`config.mk`:
```
export PLATFORM = sky130hd
export DESIGN_NAME = frogger_input_flat
export DESIGN_NICKNAME = d
export VERILOG_FILES = /design/src/rtl/frogger_input_if.sv /design/src/rtl/frogger_input.sv /design/src/flat_wrapper.sv
export SDC_FILE = /design/constraint.sdc
export NUM_CORES = 1
export LEC_CHECK = 0
export BUFFER_PORTS_ARGS = -buffer_cell sky130_fd_sc_hd__buf_2
export CAP_MARGIN = 20
export CORE_MARGIN = 2
export CORE_UTILIZATION = 30
export DETAILED_ROUTE_END_ITERATION = 12
export GPL_TIMING_DRIVEN = 1
export MAX_ROUTING_LAYER = met4
export PLACE_DENSITY = 0.46
export REMOVE_ABC_BUFFERS = 1
export SLEW_MARGIN = 20
export SYNTH_ARGS = -nofsm -noshare
export SYNTH_HDL_FRONTEND = slang
export SYNTH_SLANG_ARGS = --single-unit
```
`constraint.sdc`:
```
create_clock -name clk -period 2.7 [get_ports clk]
set_input_delay 0.135 -clock clk [delete_from_list [all_inputs] [get_ports clk]]
set_output_delay 0.135 -clock clk [all_outputs]
set_load 0.1 [all_outputs]
```
`src/rtl/frogger_input_if.sv`:
```
// Push-button to move-strobe bundle between the board inputs and the input conditioner.
// master drives the raw buttons and observes the strobes.
// slave is the conditioner side.
interface frogger_input_if;
  logic       btn_up;
  logic       btn_down;
  logic       btn_left;
  logic       btn_right;
  logic       up;
  logic       down;
  logic       left;
  logic       right;
  logic [3:0] held;

  modport master (
    output btn_up, btn_down, btn_left, btn_right,
    input  up, down, left, right, held
  );

  modport slave (
    input  btn_up, btn_down, btn_left, btn_right,
    output up, down, left, right, held
  );
endinterface

```
`src/rtl/frogger_input.sv`:
```
// Synchronise and debounce four push-buttons into one-cycle active-low move strobes with auto-repeat.
// Latency: strobe appears DEBOUNCE_CYCLES+2 cycles after a stable press; held follows with the same delay.
// No backpressure: strobes are fire-and-forget, and an opposite pair firing together is dropped.
module frogger_input #(
  parameter int DEBOUNCE_CYCLES = 1_000_000,
  parameter int REPEAT_DELAY    = 50_000_000,
  parameter int REPEAT_RATE     = 25_000_000
) (
  input  logic           clk,
  input  logic           reset,
  frogger_input_if.slave bus
);
  localparam int RMAX = (REPEAT_DELAY > REPEAT_RATE) ? REPEAT_DELAY : REPEAT_RATE;
  localparam int CW   = $clog2(DEBOUNCE_CYCLES) + 1;
  localparam int RW   = $clog2(RMAX) + 1;

  localparam logic [CW-1:0] CNT_LAST  = CW'(DEBOUNCE_CYCLES - 1);
  localparam logic [CW-1:0] CNT_ONE   = CW'(1);
  localparam logic [RW-1:0] R_DELAY   = RW'(REPEAT_DELAY);
  localparam logic [RW-1:0] R_RATE    = RW'(REPEAT_RATE);
  localparam logic [RW-1:0] R_ONE     = RW'(1);
  localparam bit            REPEAT_EN = (REPEAT_DELAY != 0);

  typedef enum logic [1:0] {IDLE, PRESS_WAIT, HELD, RELEASE_WAIT} state_t;

  // Channel order matches held: 3 = up, 2 = down, 1 = left, 0 = right.
  logic [3:0] btn;
  logic [3:0] fire;
  logic [3:0] level;

  assign btn = {bus.btn_up, bus.btn_down, bus.btn_left, bus.btn_right};

  for (genvar i = 0; i < 4; i++) begin : g_ch
    logic          sync1;
    logic          s;
    state_t        state;
    logic [CW-1:0] cnt;
    logic [RW-1:0] rcnt;
    logic          fire_q;

    // Two-flop synchroniser for the asynchronous raw button.
    always_ff @(posedge clk) begin
      if (reset) begin
        sync1 <= 1'b0;
        s     <= 1'b0;
      end else begin
        sync1 <= btn[i];
        s     <= sync1;
      end
    end

    // Debounce FSM plus repeat timer; fire_q is a one-cycle registered move request.
    // The repeat timer keeps running through a release bounce so repeat timing is undisturbed.
    always_ff @(posedge clk) begin
      if (reset) begin
        state  <= IDLE;
        cnt    <= '0;
        rcnt   <= '0;
        fire_q <= 1'b0;
      end else begin
        fire_q <= 1'b0;
        case (state)
          IDLE: begin
            if (s) begin
              state <= PRESS_WAIT;
              cnt   <= CNT_ONE;
            end else begin
              cnt <= '0;
            end
          end
          PRESS_WAIT: begin
            if (!s) begin
              state <= IDLE;
              cnt   <= '0;
            end else if (cnt == CNT_LAST) begin
              state  <= HELD;
              cnt    <= '0;
              fire_q <= 1'b1;
              rcnt   <= R_DELAY;
            end else begin
              cnt <= cnt + 1'b1;
            end
          end
          HELD: begin
            if (!s) begin
              state <= RELEASE_WAIT;
              cnt   <= CNT_ONE;
            end else if (REPEAT_EN && rcnt == R_ONE) begin
              fire_q <= 1'b1;
              rcnt   <= R_RATE;
            end
            if (rcnt > R_ONE) rcnt <= rcnt - 1'b1;
          end
          RELEASE_WAIT: begin
            if (s) begin
              state <= HELD;
              cnt   <= '0;
            end else if (cnt == CNT_LAST) begin
              state <= IDLE;
              cnt   <= '0;
            end else begin
              cnt <= cnt + 1'b1;
            end
            if (rcnt > R_ONE) rcnt <= rcnt - 1'b1;
          end
          default: begin
            state <= IDLE;
            cnt   <= '0;
          end
        endcase
      end
    end

    assign fire[i]  = fire_q;
    assign level[i] = (state == HELD) || (state == RELEASE_WAIT);
  end

  // Output register: opposite-pair lockout, active-low strobes, debounced levels.
  always_ff @(posedge clk) begin
    if (reset) begin
      bus.up    <= 1'b1;
      bus.down  <= 1'b1;
      bus.left  <= 1'b1;
      bus.right <= 1'b1;
      bus.held  <= 4'b0000;
    end else begin
      bus.up    <= ~(fire[3] & ~fire[2]);
      bus.down  <= ~(fire[2] & ~fire[3]);
      bus.left  <= ~(fire[1] & ~fire[0]);
      bus.right <= ~(fire[0] & ~fire[1]);
      bus.held  <= level;
    end
  end
endmodule

```
`src/flat_wrapper.sv`:
```
// flat-port wrapper written by rule: the top's interface ports become plain ports
module frogger_input_flat 
#(
  parameter int DEBOUNCE_CYCLES = 1_000_000,
  parameter int REPEAT_DELAY    = 50_000_000,
  parameter int REPEAT_RATE     = 25_000_000
)
  (clk, reset, bus_btn_up, bus_btn_down, bus_btn_left, bus_btn_right, bus_up, bus_down, bus_left, bus_right, bus_held);
  frogger_input_if bus_i ();
  input  logic clk;
  input  logic reset;
  input wire logic [$bits(bus_i.btn_up)-1:0] bus_btn_up;
  input wire logic [$bits(bus_i.btn_down)-1:0] bus_btn_down;
  input wire logic [$bits(bus_i.btn_left)-1:0] bus_btn_left;
  input wire logic [$bits(bus_i.btn_right)-1:0] bus_btn_right;
  output wire logic [$bits(bus_i.up)-1:0] bus_up;
  output wire logic [$bits(bus_i.down)-1:0] bus_down;
  output wire logic [$bits(bus_i.left)-1:0] bus_left;
  output wire logic [$bits(bus_i.right)-1:0] bus_right;
  output wire logic [$bits(bus_i.held)-1:0] bus_held;
  assign bus_i.btn_up = bus_btn_up;
  assign bus_i.btn_down = bus_btn_down;
  assign bus_i.btn_left = bus_btn_left;
  assign bus_i.btn_right = bus_btn_right;
  assign bus_up = bus_i.up;
  assign bus_down = bus_i.down;
  assign bus_left = bus_i.left;
  assign bus_right = bus_i.right;
  assign bus_held = bus_i.held;
  frogger_input #(.DEBOUNCE_CYCLES(DEBOUNCE_CYCLES), .REPEAT_DELAY(REPEAT_DELAY), .REPEAT_RATE(REPEAT_RATE)) u_core (.clk(clk), .reset(reset), .bus(bus_i));
endmodule
```
* After elaboration in Yosys (flattened, before gate mapping)
Index checks and enable logic that the tools add are counted.
W data, S select, Z words.
** Storage, ports and cells
- Output and inout bits :: 8
- Latch bits :: 0
- Memories kept :: 0
- Word-level logic and storage cells :: 229
- Memory bits (read-only) :: 0
- Register bits :: 220
- Bits of input ports :: 6
- Memory bits (writable) :: 0
** Operators by class
- Multipliers :: 0
- Bitwise gates (word level) :: 12
- Shift-type cells :: 0
- Reductions and logical operators :: 20
- Muxes and demuxes :: 100
- Equality and inequality tests :: 56
- Add/sub/neg operators :: 8
- Magnitude comparators :: 4
- Div/mod/pow operators :: 0
** Operators with widths (number)
- $mux W27 :: 24
- $mux W21 :: 16
- $pmux W21 S4 :: 4
- $pmux W27 S3 :: 4
- $eq A27 B1 Y1 const B :: 4
- $gt A27 B1 Y1 const B :: 4
- $sub A27 B1 Y27 const B :: 4
- $add A21 B1 Y21 const B :: 4
- $eq A21 B20 Y1 const B :: 4
- $mux W2 :: 24
- $ne A3 B1 Y1 const B :: 12
- $ne A2 B1 Y1 const B :: 16
- $pmux W2 S4 :: 4
- $reduce_and A6 Y1 :: 4
- $mux W1 :: 20
- $eq A2 B2 Y1 const B :: 8
- $reduce_and A4 Y1 :: 4
- $ne A3 B3 Y1 const B :: 4
- $reduce_bool A3 Y1 :: 4
- $eq A2 B1 Y1 const B :: 4
- $logic_not A2 Y1 :: 4
- $ne A2 B2 Y1 const B :: 4
- $not A1 Y1 :: 8
- $pmux W1 S2 :: 4
- other kinds (2) :: 8

* Longest topological paths before layout
- Word-level depth :: 5
- Gate-level depth with buffers :: 11
- Gate-level depth less buffers :: 9

* Worst setup path after synthesis
No wires, ideal clock.
- Path kind :: register to register
- Start point :: register u_core.g_ch[1].cnt[8]
- End point :: register u_core.g_ch[1].rcnt[4]
- Setup time :: 79 ps
- Data required time :: 2621 ps
- Path buffers :: 1
- Arrival time :: 2585 ps
- Period minus slack after synthesis :: 2664 ps
- Stages on the path, launching flop included :: 8
- Setup slack :: 36 ps
- Cell sequence :: dfxtp_1 > or4b_1 > or3_4 > o31a_1 > or4_1 > buf_2 > or4_1 > o211ai_1
** On the way
- Cells in the longest elaborated chain, start to end :: 3
** Ends and longest elaborated chain
- start, declared :: RTL line frogger_input.sv:37 : logic [CW-1:0] cnt;
- start signal, assigned :: RTL line frogger_input.sv:81 : cnt <= cnt + 1'b1;
- start signal, assigned :: RTL line frogger_input.sv:102 : cnt <= cnt + 1'b1;
- $eq A21 B20 Y1 :: RTL line frogger_input.sv:75 : end else if (cnt == CNT_LAST) begin
- $ne A2 B1 Y1 (no line)
- $reduce_and A6 Y1 (no line)
- end signal, assigned :: RTL line frogger_input.sv:92 : if (rcnt > R_ONE) rcnt <= rcnt - 1'b1;
- end signal, assigned :: RTL line frogger_input.sv:104 : if (rcnt > R_ONE) rcnt <= rcnt - 1'b1;
- end, declared :: RTL line frogger_input.sv:38 : logic [RW-1:0] rcnt;
Every way passes these cells.
A chain may end at the register's enable or synchronous reset.

* Worst setup path after layout
- Start point :: register u_core.g_ch[1].cnt[20]
- End point :: register u_core.g_ch[1].rcnt[9]
The elaborated chain is that of the path after synthesis.

==> reports/qor.csv <==
metric,value,unit
powerDensity,737,mW/mm^2
firstDrtPassIters,5,
ys_seq_area_share,35.8,%
diodes,0,
cts_max_level,1,
seqCellArea,0.00440,sq mm
dp.cells,2158,
start_util,30.3,%
grt_max_degree,100,
syn_inst,1580,
overflow,0,
clock_path_buffers,3,
hold_viol_final,0,
critPathLaunchType,flop,
crit_path_end,u_core.g_ch[1].rcnt[9]$_SDFFE_PP0P_,
grt_pass1_vias,11400,
drtIter0Drc,759,
syn_avg_cell_area,7.79,sq um
area_growth,18.3,%
postRouteAntennaNets,0,
drv_cap,0,
nFillCells,4198,
status,finished clean,
critPathLaunch,u_core.g_ch[1].cnt[20]$_SDFFE_PP0P_,
dieArea,0.0426,sq mm
path_clk_slew,0.05,ns
cts_root_buf,clkbuf_16,
io_buffers,13,
timing.rr.start,u_core.g_ch[1].cnt[20]$_SDFFE_PP0P_,
multi_input_area,0.00739,sq mm
routedWlPerCell,15.9,um
tightest_slew,0.853,ns
wl,35000,um
synthTopCellsByArea,"dfxtp_1 (36%), a21oi_1 (6.6%), nor2_1 (4.4%)",
fin_skew,0.0103,ns
period_minus_slack,2.65,ns
path_max_fanout,4,
row_count,74,
syn_area,0.0123,sq mm
dp_hpwl,23800,um
yosysWarnings,0,
fin_area,0.0146,sq mm
core-area,0.0406,sq mm
via_per_inst,5.49,
io_pins,14,
min-delay-path-class,in -> reg,
die_h,206,um
synth_common_cells,"dfxtp_1 (220), a21oi_1 (162), nor2_1 (144)",
p_leak,5.30,nW
r2r_slack,0.05,ns
track_usage,17.0,%
rsz0062_at_grt,yes,
synth_most_common_cell,dfxtp_1,
die-width,206,um
cts_tree,done,
antenna_found_initial,0,
placed_area,0.0136,sq mm
fin_cells,2206,
slew_headroom,42.4,%
synth-main-ff-cell,dfxtp_1,
vias,12100,
synth_cell_types,70,
async_flop_share,0,%
finalSetupViolations,0,
max_freq,0.378,GHz
clk_latency,0.56,ns
drive_gt1_share,12.1,%
critPathKind,reg -> reg,
ys_seq_elements,220,
synth_top_area_share,35.8,%
gp_congestion,0.833,
ir_drop,0.000414,V
finalCritPeriodShare,98.0,%
cp_data_required_time,3.18,ns
worstPathArrival,3.12,ns
rr_endpoint,u_core.g_ch[1].rcnt[9]$_SDFFE_PP0P_,
clock-sinks,220,
maxSlewViolCount,0,
cts_buffers,29,
critPathCaptureType,flop,
drc_errors,0,
yosys.area.top_type,dfxtp_1,
reg2regPathDepth,6,
fin_util,35.8,%
final_nets,1700,
report.power.total,10.7,mW
synth-edff-count,0,
grt_pass1_wl,58900,um
-- sequential cells by signal (all words and copies together), names as in the netlist, named ones only --
register	count
u_core.g_ch.rcnt	108
u_core.g_ch.cnt	84
u_core.bus.held	4
u_core.g_ch.fire_q	4
u_core.g_ch.s	4
u_core.g_ch.state	4
u_core.g_ch.sync1	4
u_core.bus.down	1
u_core.bus.left	1
u_core.bus.right	1
u_core.bus.up	1
-- routing by layer --
metal / vias to the layer above / global-route usage [%] / part of all wire, %
met2: 192 / 27.3 / 46
met1: 5744 / 22.6 / 49
li1: 6155 / - / -
met5: - / - / 0
met3: 30 / 2.35 / 4.1
met4: 0 / 3.70 / 1.2
-- stage by stage --
stage / TNS (ns) / hold slack (ns) / setup WS, ns
after floorplan: -1.98 / 0.204 / -0.176
after global placement: -0.0284 / 0.344 / -0.0284
after detailed placement: -0.0500 / 0.349 / -0.0313
after CTS: 0 / 0.104 / 0.0548
after global routing: -0.0105 / 0.110 / -0.0105
final: 0 / 0.101 / 0.0537
-- power by group --
group | switching [mW] | total (mW) | internal [mW]
logic | 1.99 | 3.36 | 1.37
clock network | 1.45 | 3.58 | 2.13
registers | 0.280 | 3.78 | 3.50
-- critical path: stages, from the launching register on --
cell and delay [ns]:
dfxtp_1 0.30, or4b_1 0.52, or3_4 0.35, o31a_1 0.29, or4_4 0.53, or4_1 0.48
o211ai_1 0.10
-- how the worst min path moves through the flow --
stage | from | to | slack (ns) | depth (start not counted)
final | reset | u_core.g_ch[0].rcnt[1]$_SDFFE_PP0P_ | 0.10 | 3
after global routing | reset | flop | 0.11 | 3
after CTS | reset | flop | 0.10 | 3
after detailed placement | bus_btn_right | u_core.g_ch[0].sync1$_SDFF_PP0_ | 0.35 | 2
after global placement | bus_btn_right | u_core.g_ch[0].sync1$_SDFF_PP0_ | 0.34 | 2
after floorplan | reset | u_core.g_ch[0].cnt[10]$_SDFFE_PP0N_ | 0.20 | 1
-- area by class of cell --
type	instances	share of cell area (%)
inverter	57	1.47
clock buffer	40	5.55
tap	532	4.57
multi-input combinational	1218	50.8
timing repair buffer	136	7.08
clock inverter	3	0.292
sequential	220	30.3
-- cell usage in the layout, fill, tap and decap left out, types with 15 or more instances in the layout --
cell type / synthesis / layout
nor4_1: 45 / 45
nand3_1: 63 / 63
nand2_1: 118 / 118
ha_1: 32 / 32
nand4_1: 26 / 26
a311oi_1: 50 / 50
clkbuf_16: 0 / 29
and3_1: 26 / 25
or3_1: 26 / 26
o21ai_0: 102 / 102
buf_4: 0 / 117
a21oi_1: 162 / 162
nor2_1: 144 / 142
dfxtp_1: 220 / 220
or4_1: 24 / 23
nor3_1: 78 / 77
inv_1: 57 / 57
o211ai_1: 15 / 15
a211oi_1: 15 / 15
a31oi_1: 23 / 23
-- logic make-up (layout without fill, tap and decap cells) --
| kind of cell | Yosys count | in the layout | share of synthesized area (%) |
|---|---|---|---|
| AND/OR/NAND/NOR | 677 | 677 | 29.3 |
| XOR/XNOR | 8 | 8 | 0.570 |
| flip-flops | 220 | 220 | 35.8 |
| adder cells (fa/ha/maj) | 32 | 32 | 3.25 |
| buffers and inverters | 142 | 236 | 4.36 |
| AO/OA/AOI/OAI | 491 | 491 | 25.9 |
| multiplexers | 10 | 10 | 0.824 |
-- what timing repair did --
item,4_1_cts,5_1_grt
hold buffers,4,0
resized for setup,2,4
hold endpoints to repair,4,0
pin swaps,0,2
endpoints found under the setup margin,4,16
buffers inserted,0,1
Power figures use the tool's default switching activity.
